===== src/rtl/wb_arbiter_pkg.sv =====
// Shared types for the writeback arbiter: load funct3 codes, source select and write request.
package riscv_wb_pkg;

    localparam int WB_XLEN = 32;

    localparam logic [2:0] F3_LB  = 3'b000;
    localparam logic [2:0] F3_LH  = 3'b001;
    localparam logic [2:0] F3_LW  = 3'b010;
    localparam logic [2:0] F3_LBU = 3'b100;
    localparam logic [2:0] F3_LHU = 3'b101;

    typedef enum logic [1:0] {
        WB_NONE,
        WB_ALU,
        WB_HOLD,
        WB_LOAD
    } wb_src_e;

    typedef struct packed {
        logic [4:0]         rd;
        logic [WB_XLEN-1:0] data;
    } wb_req_t;

    // Load-sourced writes are the only ones that retire a scoreboard entry.
    function automatic logic is_load_src(input wb_src_e src);
        return (src == WB_HOLD) || (src == WB_LOAD);
    endfunction

endpackage


===== src/rtl/wb_arbiter_if.sv =====
// Bundle of ALU result, load issue/response, register-file write and perf signals around wb_arbiter.
interface wb_arbiter_if #(
    parameter int XLEN = 32
);
    logic            alu_valid;
    logic [4:0]      alu_rd;
    logic [XLEN-1:0] alu_data;

    logic            ld_issue_valid;
    logic [4:0]      ld_issue_rd;

    logic            ld_rsp_valid;
    logic            ld_rsp_ready;
    logic [4:0]      ld_rsp_rd;
    logic [2:0]      ld_rsp_funct3;
    logic [1:0]      ld_rsp_offset;
    logic [XLEN-1:0] ld_rsp_data;

    logic            rf_we;
    logic [4:0]      rf_waddr;
    logic [XLEN-1:0] rf_wdata;
    logic [31:0]     busy;

    logic [31:0]     perf_alu_wr;
    logic [31:0]     perf_ld_wr;
    logic [31:0]     perf_ld_stall;

    modport slave (
        input  alu_valid, alu_rd, alu_data,
        input  ld_issue_valid, ld_issue_rd,
        input  ld_rsp_valid, ld_rsp_rd, ld_rsp_funct3, ld_rsp_offset, ld_rsp_data,
        output ld_rsp_ready,
        output rf_we, rf_waddr, rf_wdata, busy,
        output perf_alu_wr, perf_ld_wr, perf_ld_stall
    );

    modport master (
        output alu_valid, alu_rd, alu_data,
        output ld_issue_valid, ld_issue_rd,
        output ld_rsp_valid, ld_rsp_rd, ld_rsp_funct3, ld_rsp_offset, ld_rsp_data,
        input  ld_rsp_ready,
        input  rf_we, rf_waddr, rf_wdata, busy,
        input  perf_alu_wr, perf_ld_wr, perf_ld_stall
    );

endinterface


===== src/rtl/wb_arbiter_load_align.sv =====
// Combinational load formatter: selects byte/half from an aligned word and sign/zero-extends it.
module load_align
    import riscv_wb_pkg::*;
#(
    parameter int XLEN = 32
) (
    input  logic [2:0]      funct3,
    input  logic [1:0]      offset,
    input  logic [XLEN-1:0] raw,
    output logic [XLEN-1:0] data
);

    logic [7:0]  byte_sel;
    logic [15:0] half_sel;

    function automatic logic [XLEN-1:0] ext8(input logic [7:0] b, input logic sgn);
        logic signed [7:0]      bs;
        logic signed [XLEN-1:0] ws;
        bs = b;
        ws = XLEN'(bs);
        return sgn ? ws : {{(XLEN-8){1'b0}}, b};
    endfunction

    function automatic logic [XLEN-1:0] ext16(input logic [15:0] h, input logic sgn);
        logic signed [15:0]     hs;
        logic signed [XLEN-1:0] ws;
        hs = h;
        ws = XLEN'(hs);
        return sgn ? ws : {{(XLEN-16){1'b0}}, h};
    endfunction

    // Unknown funct3 codes fall back to a full-word load.
    function automatic logic [XLEN-1:0] format_load(input logic [2:0] f3, input logic [7:0] b,
                                                    input logic [15:0] h, input logic [XLEN-1:0] w);
        case (f3)
            F3_LB:   return ext8(b, 1'b1);
            F3_LBU:  return ext8(b, 1'b0);
            F3_LH:   return ext16(h, 1'b1);
            F3_LHU:  return ext16(h, 1'b0);
            default: return w;
        endcase
    endfunction

    always_comb begin
        byte_sel = raw[7:0];
        case (offset)
            2'd0: byte_sel = raw[7:0];
            2'd1: byte_sel = raw[15:8];
            2'd2: byte_sel = raw[23:16];
            2'd3: byte_sel = raw[31:24];
            default: byte_sel = raw[7:0];
        endcase
        half_sel = offset[1] ? raw[31:16] : raw[15:0];
        data     = format_load(funct3, byte_sel, half_sel, raw);
    end

endmodule


===== src/rtl/wb_arbiter.sv =====
// Writeback arbiter: merges ALU results and LSU load responses onto the register-file write port.
// Define WB_PERF_EN to build the write/stall performance counters; otherwise they read 0.
module wb_arbiter
    import riscv_wb_pkg::*;
#(
    parameter int XLEN = 32
) (
    input logic         clk,
    input logic         rst,
    wb_arbiter_if.slave bus
);

    logic            ld_acc_p0;
    logic [XLEN-1:0] ld_fmt_p0;
    wb_req_t         ld_req_p0;
    wb_src_e         src_p0;
    wb_req_t         sel_p0;
    logic [31:0]     busy_nxt_p0;

    logic            hold_full_p1;
    wb_req_t         hold_p1;
    logic            vld_p1;
    logic [4:0]      waddr_p1;
    logic [XLEN-1:0] wdata_p1;
    logic [31:0]     busy_p1;

    load_align #(.XLEN(XLEN)) u_align (
        .funct3 (bus.ld_rsp_funct3),
        .offset (bus.ld_rsp_offset),
        .raw    (bus.ld_rsp_data),
        .data   (ld_fmt_p0)
    );

    // Stage p0: source selection; ready depends only on hold occupancy.
    assign bus.ld_rsp_ready = !hold_full_p1;
    assign ld_acc_p0        = bus.ld_rsp_valid && !hold_full_p1;
    assign ld_req_p0        = '{rd: bus.ld_rsp_rd, data: ld_fmt_p0};

    always_comb begin
        src_p0 = WB_NONE;
        sel_p0 = '0;
        if (bus.alu_valid) begin
            src_p0 = WB_ALU;
            sel_p0 = '{rd: bus.alu_rd, data: bus.alu_data};
        end else if (hold_full_p1) begin
            src_p0 = WB_HOLD;
            sel_p0 = hold_p1;
        end else if (ld_acc_p0) begin
            src_p0 = WB_LOAD;
            sel_p0 = ld_req_p0;
        end
    end

    // Set is applied after clear so a re-issue on the retiring edge keeps the bit.
    always_comb begin
        busy_nxt_p0 = busy_p1;
        if (is_load_src(src_p0)) begin
            busy_nxt_p0[sel_p0.rd] = 1'b0;
        end
        if (bus.ld_issue_valid) begin
            busy_nxt_p0[bus.ld_issue_rd] = 1'b1;
        end
        busy_nxt_p0[0] = 1'b0;
    end

    // Stage p1: hold buffer, registered write port and scoreboard.
    always_ff @(posedge clk) begin
        if (rst) begin
            hold_full_p1 <= 1'b0;
        end else if (ld_acc_p0 && bus.alu_valid) begin
            hold_full_p1 <= 1'b1;
        end else if (hold_full_p1 && !bus.alu_valid) begin
            hold_full_p1 <= 1'b0;
        end
    end

    always_ff @(posedge clk) begin
        if (ld_acc_p0 && bus.alu_valid) begin
            hold_p1 <= ld_req_p0;
        end
    end

    always_ff @(posedge clk) begin
        if (rst) begin
            vld_p1   <= 1'b0;
            waddr_p1 <= '0;
            wdata_p1 <= '0;
            busy_p1  <= '0;
        end else begin
            vld_p1  <= (src_p0 != WB_NONE) && (sel_p0.rd != 5'd0);
            busy_p1 <= busy_nxt_p0;
            if (src_p0 != WB_NONE) begin
                waddr_p1 <= sel_p0.rd;
                wdata_p1 <= sel_p0.data;
            end
        end
    end

    assign bus.rf_we    = vld_p1;
    assign bus.rf_waddr = waddr_p1;
    assign bus.rf_wdata = wdata_p1;
    assign bus.busy     = busy_p1;

`ifdef WB_PERF_EN
    logic [31:0] perf_alu_p1;
    logic [31:0] perf_ld_p1;
    logic [31:0] perf_stall_p1;

    always_ff @(posedge clk) begin
        if (rst) begin
            perf_alu_p1   <= '0;
            perf_ld_p1    <= '0;
            perf_stall_p1 <= '0;
        end else begin
            if (src_p0 == WB_ALU && sel_p0.rd != 5'd0) begin
                perf_alu_p1 <= perf_alu_p1 + 32'd1;
            end
            if (is_load_src(src_p0) && sel_p0.rd != 5'd0) begin
                perf_ld_p1 <= perf_ld_p1 + 32'd1;
            end
            if (bus.ld_rsp_valid && hold_full_p1) begin
                perf_stall_p1 <= perf_stall_p1 + 32'd1;
            end
        end
    end

    assign bus.perf_alu_wr   = perf_alu_p1;
    assign bus.perf_ld_wr    = perf_ld_p1;
    assign bus.perf_ld_stall = perf_stall_p1;
`else
    assign bus.perf_alu_wr   = '0;
    assign bus.perf_ld_wr    = '0;
    assign bus.perf_ld_stall = '0;
`endif

endmodule


===== src/flat_wrapper.sv =====
// flat-port wrapper written by rule: the top's interface ports become plain ports
module wb_arbiter_flat import riscv_wb_pkg::*;
#(
    parameter int XLEN = 32
)
  (clk, rst, bus_alu_valid, bus_alu_rd, bus_alu_data, bus_ld_issue_valid, bus_ld_issue_rd, bus_ld_rsp_valid, bus_ld_rsp_rd, bus_ld_rsp_funct3, bus_ld_rsp_offset, bus_ld_rsp_data, bus_ld_rsp_ready, bus_rf_we, bus_rf_waddr, bus_rf_wdata, bus_busy, bus_perf_alu_wr, bus_perf_ld_wr, bus_perf_ld_stall);
  wb_arbiter_if #(.XLEN(XLEN)) bus_i ();
  input logic clk;
  input logic rst;
  input wire logic [$bits(bus_i.alu_valid)-1:0] bus_alu_valid;
  input wire logic [$bits(bus_i.alu_rd)-1:0] bus_alu_rd;
  input wire logic [$bits(bus_i.alu_data)-1:0] bus_alu_data;
  input wire logic [$bits(bus_i.ld_issue_valid)-1:0] bus_ld_issue_valid;
  input wire logic [$bits(bus_i.ld_issue_rd)-1:0] bus_ld_issue_rd;
  input wire logic [$bits(bus_i.ld_rsp_valid)-1:0] bus_ld_rsp_valid;
  input wire logic [$bits(bus_i.ld_rsp_rd)-1:0] bus_ld_rsp_rd;
  input wire logic [$bits(bus_i.ld_rsp_funct3)-1:0] bus_ld_rsp_funct3;
  input wire logic [$bits(bus_i.ld_rsp_offset)-1:0] bus_ld_rsp_offset;
  input wire logic [$bits(bus_i.ld_rsp_data)-1:0] bus_ld_rsp_data;
  output wire logic [$bits(bus_i.ld_rsp_ready)-1:0] bus_ld_rsp_ready;
  output wire logic [$bits(bus_i.rf_we)-1:0] bus_rf_we;
  output wire logic [$bits(bus_i.rf_waddr)-1:0] bus_rf_waddr;
  output wire logic [$bits(bus_i.rf_wdata)-1:0] bus_rf_wdata;
  output wire logic [$bits(bus_i.busy)-1:0] bus_busy;
  output wire logic [$bits(bus_i.perf_alu_wr)-1:0] bus_perf_alu_wr;
  output wire logic [$bits(bus_i.perf_ld_wr)-1:0] bus_perf_ld_wr;
  output wire logic [$bits(bus_i.perf_ld_stall)-1:0] bus_perf_ld_stall;
  assign bus_i.alu_valid = bus_alu_valid;
  assign bus_i.alu_rd = bus_alu_rd;
  assign bus_i.alu_data = bus_alu_data;
  assign bus_i.ld_issue_valid = bus_ld_issue_valid;
  assign bus_i.ld_issue_rd = bus_ld_issue_rd;
  assign bus_i.ld_rsp_valid = bus_ld_rsp_valid;
  assign bus_i.ld_rsp_rd = bus_ld_rsp_rd;
  assign bus_i.ld_rsp_funct3 = bus_ld_rsp_funct3;
  assign bus_i.ld_rsp_offset = bus_ld_rsp_offset;
  assign bus_i.ld_rsp_data = bus_ld_rsp_data;
  assign bus_ld_rsp_ready = bus_i.ld_rsp_ready;
  assign bus_rf_we = bus_i.rf_we;
  assign bus_rf_waddr = bus_i.rf_waddr;
  assign bus_rf_wdata = bus_i.rf_wdata;
  assign bus_busy = bus_i.busy;
  assign bus_perf_alu_wr = bus_i.perf_alu_wr;
  assign bus_perf_ld_wr = bus_i.perf_ld_wr;
  assign bus_perf_ld_stall = bus_i.perf_ld_stall;
  wb_arbiter #(.XLEN(XLEN)) u_core (.clk(clk), .rst(rst), .bus(bus_i));
endmodule

===== config.mk =====
export PLATFORM = sky130hd
export DESIGN_NAME = wb_arbiter_flat
export DESIGN_NICKNAME = d
export VERILOG_FILES = /design/src/rtl/wb_arbiter_pkg.sv /design/src/rtl/wb_arbiter_if.sv /design/src/rtl/wb_arbiter_load_align.sv /design/src/rtl/wb_arbiter.sv /design/src/flat_wrapper.sv
export SDC_FILE = /design/constraint.sdc
export NUM_CORES = 1
export LEC_CHECK = 0
export ABC_AREA = 1
export ABC_CLOCK_PERIOD_IN_PS = 2500
export CORE_UTILIZATION = 40
export DETAILED_ROUTE_END_ITERATION = 12
export PLACE_DENSITY = 0.8
export SLEW_MARGIN = 20
export SYNTH_ARGS = -nofsm -noshare
export SYNTH_HDL_FRONTEND = slang
export SYNTH_HIERARCHICAL = 1
export SYNTH_SLANG_ARGS = --single-unit

===== constraint.sdc =====
create_clock -name clk -period 2.5 [get_ports clk]
set_input_delay 0.25 -clock clk [delete_from_list [all_inputs] [get_ports clk]]
set_output_delay 0.25 -clock clk [all_outputs]
set_load 0.01 [all_outputs]

After elaboration in Yosys (flattened, before gate mapping):

Index checks and enable logic that the tools add are counted.

* magnitude comparators: 4
* equality and inequality tests: 8
* muxes and demuxes: 17
* bitwise gates (word level): 3
* reduce and logical (&&, ||, !) cells: 14

Operators by type and width (number)
* 32-bit one-hot mux with 4 select lines: 1
* 37-bit two-way mux: 3
* 32-bit two-way mux: 2
* 32-bit bitwise AND: 1
* 32-bit NOT: 1
* 32-bit bitwise OR: 1
* 8-bit one-hot mux with 4 select lines: 1
* 16-bit two-way mux: 1
* 5-bit by 6-bit less-than comparator with 1-bit output (second input constant): 2
* 1-bit demux with 5-bit select: 2
* 5-bit by 1-bit greater-or-equal comparator with 1-bit output (second input constant): 2
* 2-bit == test (second input constant): 4
* 3-bit == test (second input constant): 2
* 1-bit logical AND: 6
* 2-bit two-way mux: 3
* 5-bit nonzero test: 1
* 1-bit two-way mux: 4
* 2-bit nonzero test: 2
* 3-bit by 1-bit == test with 1-bit output (second input constant): 1
* 3-bit logical NOT: 1
* 2-bit by 1-bit == test with 1-bit output (second input constant): 1
* 1-bit logical NOT: 2
* 2-bit logical NOT: 1
* 1-bit logical OR: 1

* flip-flop bits (word level): 108
* input bits: 89
* logic and storage cells: 54

Longest topological paths before layout:

* word-level depth: 15
* depth in mapped cells: 13
* depth with buffers taken out: 11

Modules after synthesis:

Netlist, hierarchy kept.

By module, submodules not included
* wb_arbiter: instances 1, cells each 665, area each 5322.6 µm²
* load_align: instances 1, cells each 170, area each 923.4 µm²

Worst setup path before layout:

OpenSTA, ideal clock, no wires.

* path type: register -> register
* start point: register u_core.hold_full_p1
* end point: register u_core/hold_p1[0] (netlist bit) (enable)
* arrival time: 2.343 ns
* required time: 2.069 ns
* slack: -0.274 ns
* cell stages (with the launch flop): 6
* period minus slack after synthesis: 2.774 ns
* path through: dfxtp_1 inv_2 buf_6 buf_2 nand2_1 nor2_1

* word-level cells in the longest chain between the ends: 3

RTL lines
* from (decl): RTL line wb_arbiter.sv:20 `logic hold_full_p1;`
* from (signal assigned): RTL line wb_arbiter.sv:69 `hold_full_p1 <= 1'b0;`
* from (signal assigned): RTL line wb_arbiter.sv:71 `hold_full_p1 <= 1'b1;`
* from (signal assigned): RTL line wb_arbiter.sv:73 `hold_full_p1 <= 1'b0;`
* 1-bit logical NOT
* named net bus_ld_rsp_ready: RTL line flat_wrapper.sv:20 `output wire logic [$bits(bus_i.ld_rsp_ready)-1:0] bus_ld_rsp_ready;`
* 1-bit logical AND: RTL line wb_arbiter.sv:36 `assign ld_acc_p0 = bus.ld_rsp_valid && !hold_full_p1;`
* 1-bit logical AND: RTL line wb_arbiter.sv:78 `if (ld_acc_p0 && bus.alu_valid) begin`
* to (signal assigned): RTL line wb_arbiter.sv:79 `hold_p1 <= ld_req_p0;`
* to (decl): RTL line wb_arbiter.sv:21 `wb_req_t hold_p1;`

The timed path passes the listed nets, and every way through them passes these cells.
A chain may end at the register's enable or synchronous reset.

Worst setup path in the final report:

* start point: register u_core.hold_full_p1
* end point: output bus_ld_rsp_ready

* word-level cells in the longest chain between the ends: 1

RTL lines
* 1-bit logical NOT: RTL line wb_arbiter.sv:35 `assign bus.ld_rsp_ready = !hold_full_p1;`
* to (decl): RTL line flat_wrapper.sv:20

Every way passes these cells.

==> impl_metrics.prom <==
# TYPE chip_impl_metric gauge
chip_impl_info{name="result_of_the_run",value="finished clean"} 1
chip_impl_metric{name="pin_slew_with_the_least_headroom_to_its_limit",unit="ns"} 0.688
chip_impl_metric{name="clk_pin_slew_worst_paths",unit="ns"} 0.08
chip_impl_metric{name="postSynthAreaPerCell",unit="µm²"} 7.48
chip_impl_metric{name="dr_total_vias",unit=""} 5802
chip_impl_metric{name="global_route_wire_length_before_repair",unit="µm"} 26800
chip_impl_info{name="grt_most_used_layer",value="met2"} 1
chip_impl_metric{name="synth_largest_type_area_fraction",unit="%"} 22.4
chip_impl_metric{name="internal-power",unit="mW"} 2.94
chip_impl_metric{name="hold_viol",unit=""} 0
chip_impl_metric{name="synth_compound_gate_area_share",unit="%"} 10.6
chip_impl_metric{name="worst_r2r_path_depth",unit=""} 8
chip_impl_metric{name="finalWeightedCongestion",unit=""} 0.896
chip_impl_metric{name="mux_share_of_post_synthesis_cell_area",unit="%"} 0
chip_impl_metric{name="drt_iter0_markers",unit=""} 584
chip_impl_metric{name="grt.met3_usage",unit="%"} 3.21
chip_impl_metric{name="placed_area",unit="mm²"} 0.00756
chip_impl_metric{name="power.switching_fraction",unit="%"} 29.4
chip_impl_metric{name="grt_util_all_layers",unit="%"} 21.1
chip_impl_metric{name="final_cell_count_without_fillers",unit=""} 1167
chip_impl_metric{name="power-per-cell-area",unit="mW/mm²"} 532
chip_impl_info{name="hp-start",value="rst"} 1
chip_impl_metric{name="fin_util",unit="%"} 51.6
chip_impl_info{name="grt_setup_unrepaired",value="no"} 1
chip_impl_metric{name="vias_in_the_first_global_route",unit=""} 5122
chip_impl_metric{name="cell_count_post_placement",unit=""} 1151
chip_impl_metric{name="gr-usage-met2",unit="%"} 33.5
chip_impl_metric{name="worstHoldPathCells",unit=""} 2
chip_impl_info{name="root_buffer",value="clkbuf_16"} 1
chip_impl_info{name="tritoncts",value="done"} 1
chip_impl_metric{name="die-area",unit="mm²"} 0.0161
chip_impl_metric{name="dieHeight",unit="µm"} 127
chip_impl_info{name="netlist.top_cell.by_area",value="dfxtp_1"} 1
chip_impl_metric{name="power.share.combinational",unit="%"} 20.5
chip_impl_metric{name="via_per_inst",unit=""} 4.97
chip_impl_metric{name="routed_wire_length_per_instance",unit="µm"} 14.5
chip_impl_info{name="hold_end",value="u_core/bus.rf_wdata[18]"} 1
chip_impl_metric{name="drc",unit=""} 0
chip_impl_metric{name="num_io_pins",unit=""} 256
chip_impl_metric{name="net_load_switching_power",unit="mW"} 1.23
chip_impl_metric{name="areaGrowthSynthToFinish",unit="%"} 25.5
chip_impl_metric{name="ys_types",unit=""} 32
chip_impl_metric{name="tritoncts.num_buffers",unit=""} 9
chip_impl_metric{name="seq_total_area_yosys",unit="%"} 40.2
chip_impl_metric{name="synth_simple_gate_area_share",unit="%"} 31.0
chip_impl_metric{name="mappedNetlistArea",unit="mm²"} 0.00625
chip_impl_metric{name="worst_ep_required_time",unit="ns"} 2.25
chip_impl_metric{name="pre_cts_slack",unit="ns"} 0.375
chip_impl_metric{name="totalNegativeSetupSlack",unit="ns"} 0
chip_impl_metric{name="synth_seq_cells",unit=""} 107
chip_impl_metric{name="detailed_place_hpwl",unit="µm"} 12600
chip_impl_metric{name="grt_max_degree",unit=""} 49
chip_impl_metric{name="ctsHoldBuffers",unit=""} 0
chip_impl_metric{name="n_fill_cell",unit=""} 1446
chip_impl_metric{name="drive_above_1_share",unit="%"} 6.84
chip_impl_info{name="cpMaxStageDelayCell",value="clkdlybuf4s50_1"} 1
chip_impl_metric{name="htree_num_levels",unit=""} 3
chip_impl_metric{name="post_cts.resized_instances",unit=""} 0
chip_impl_info{name="crit_path_end_kind",value="output pin"} 1
chip_impl_metric{name="stdcell_area",unit="mm²"} 0.00784
chip_impl_metric{name="worstPathMaxFanout",unit=""} 35
chip_impl_info{name="layout_common_cells",value="nand2_1 (283), clkdlybuf4s50_1 (157), conb_1 (97)"} 1
chip_impl_metric{name="global_route.usage.met1",unit="%"} 28.8
chip_impl_info{name="synth_top_family_by_area",value="simple AND/OR/NAND/NOR gates"} 1
chip_impl_metric{name="clock_period_minus_worst_slack",unit="ns"} 2.13
chip_impl_metric{name="synth_cells",unit=""} 835
chip_impl_metric{name="timing.final.crit_share",unit="%"} 85.1
chip_impl_metric{name="final_antenna_net_count",unit=""} 0
chip_impl_metric{name="insertedDiodeCount",unit=""} 0
chip_impl_metric{name="power.ir.vdd_worst",unit="mV"} 0.376
chip_impl_metric{name="critPathMaxStageDelay",unit="ns"} 0.62
chip_impl_metric{name="worst_hold_margin",unit="ns"} 0.378
chip_impl_metric{name="timing.clock.skew",unit="ns"} 0.00714
chip_impl_info{name="layout_commonest_cell",value="nand2_1"} 1
chip_impl_metric{name="core",unit="mm²"} 0.0152
chip_impl_metric{name="setup_slack",unit="ns"} 0.372
chip_impl_metric{name="final-setup-viol-count",unit=""} 0
chip_impl_metric{name="report.power.total",unit="mW"} 4.17
chip_impl_metric{name="clock_tree.buffer_depth",unit=""} 2
chip_impl_info{name="r2r_start",value="u_core/hold_full_p1"} 1
chip_impl_metric{name="yosys.area_share.adder",unit="%"} 0
chip_impl_metric{name="grt_antenna_before_repair",unit=""} 0
chip_impl_metric{name="critical_path.n_buffers_inverters",unit=""} 3
chip_impl_metric{name="power_frac_seq",unit="%"} 46.3
chip_impl_info{name="critPathKind",value="reg2out"} 1
chip_impl_metric{name="start_util",unit="%"} 41.1
chip_impl_metric{name="synth-xor-area-share",unit="%"} 0
chip_impl_metric{name="dieWidth",unit="µm"} 127
chip_impl_info{name="top_post_synthesis_cells_by_area",value="dfxtp_1 (22%), edfxtp_1 (18%), nand2_1 (17%)"} 1
chip_impl_metric{name="drt-total-wl",unit="µm"} 16900
chip_impl_metric{name="clock_insertion_delay_worst_skew",unit="ns"} 0.36
chip_impl_metric{name="clock_power_share",unit="%"} 33.2
chip_impl_metric{name="design.final.nets",unit=""} 1063
chip_impl_metric{name="ys_warn_count",unit=""} 6
chip_impl_metric{name="std_cell_rows",unit=""} 45
chip_impl_metric{name="max_cap_violations",unit=""} 0
chip_impl_info{name="largest_delay_contributor_family_on_the_critical_path",value="buffers and inverters"} 1
chip_impl_metric{name="relSlewSlack",unit="%"} 53.9
chip_impl_metric{name="cts.sinks",unit=""} 107
chip_impl_metric{name="overflow",unit=""} 0
chip_impl_metric{name="drt_pre_antenna_iters",unit=""} 6
chip_impl_info{name="r2r_end",value="u_core/bus.busy[19]"} 1
chip_impl_info{name="start_kind",value="flop"} 1
chip_impl_metric{name="max_clk_rate",unit="MHz"} 470
chip_impl_info{name="worst_hold_path_type",value="in2reg"} 1
chip_impl_metric{name="static-leakage-power",unit="nW"} 3.24
chip_impl_metric{name="postCtsSetupRepairBufs",unit=""} 0
chip_impl_metric{name="r2r_setup_slack",unit="ns"} 0.64
chip_impl_metric{name="maxSlewViolCount",unit=""} 0
chip_impl_metric{name="port_buffers",unit=""} 158
chip_impl_metric{name="critPathArrivalTime",unit="ns"} 1.88
chip_impl_info{name="critical_path_cell_by_cell",value="inv_2 > buf_4 > clkdlybuf4s50_1"} 1
==> cells in the mapped netlist <==
library cell,instances
a21oi_1,52
a31oi_1,33
buf_1,2
buf_12,1
buf_2,10
buf_4,103
buf_6,10
clkbuf_1,15
conb_1,1
dfxtp_1,70
edfxtp_1,37
inv_1,21
inv_2,6
inv_6,1
nand2_1,283
nand2_2,3
nand2_4,3
nand3_1,82
nand3_2,9
nand3_4,2
nand4_1,1
nor2_1,32
nor2_2,4
nor2_4,4
nor2_8,1
nor3_1,10
o21ai_0,18
o21ai_1,8
o21bai_1,2
o22ai_1,8
or2_1,2
or2_4,1
==> how the worst max path moves through the flow <==
stage	start	end	slack, ns	cells past startpoint
after floorplan	u_core/hold_full_p1	u_core/hold_p1[0]	0.33	5
after detailed placement	bus_alu_valid	u_core/bus.busy[28]	0.38	8
after global routing	u_core/hold_full_p1	bus_ld_rsp_ready	0.28	3
final	u_core/hold_full_p1	bus_ld_rsp_ready	0.37	3
after CTS	u_core/hold_full_p1	bus_ld_rsp_ready	0.36	3
after global placement	bus_ld_rsp_offset[1]	u_core/bus.rf_wdata[31]	0.40	12
==> kinds of logic (layout without fill, tap and decap cells) <==
| kind of cell | count (synthesis) | count (layout) |
|---|---|---|
| and+or+nand+nor | 437 | 437 |
| buffers and inverters | 169 | 217 |
| other | 1 | 97 |
| AOI/OAI and AO/OA | 121 | 121 |
| DFF | 107 | 107 |
==> per-layer routing <==
metal  vias up  share of wire, %
li1       2846                 -
met1      2657                45
met2       272                46
met3        27               7.0
met4         0               2.2
met5         -                 0
==> power by group through the flow <==
stage | sequential, mW | combinational [mW] | clock, mW
finish | 1.93 | 0.856 | 1.38
detailed placement | 1.97 | 0.846 | 0
floorplan | 1.99 | 0.570 | 0
CTS | 1.93 | 0.851 | 1.41
global route | 1.94 | 0.935 | 1.47
global placement | 1.97 | 0.840 | 0
==> state kept, by name (all words and copies together), names as in the netlist <==
signal,flops
u_core/bus.rf_we,1
u_core/bus.rf_waddr,5
u_core/hold_full_p1,1
u_core/hold_p1,37
u_core/bus.busy,31
u_core/bus.rf_wdata,32
==> area by class of cell <==
cell class	instances	area (µm²)	share of cell area [%]
tap	188	235	3.00
clock buffer	9	225	2.87
inverter	28	110	1.40
sequential	107	2510	32.0
timing repair buffer	173	1730	22.0
multi-input combinational	655	2970	37.9
clock inverter	7	58.8	0.750
==> worst reg2reg max path, delay by kind of cell, from the launching register on <==
kind / cells / cell delay [ns]
simple gates: 4 / 0.56
flops: 1 / 0.51
compound gates: 2 / 0.30
buf+inv: 2 / 0.38
Power figures use the tool's default switching activity.
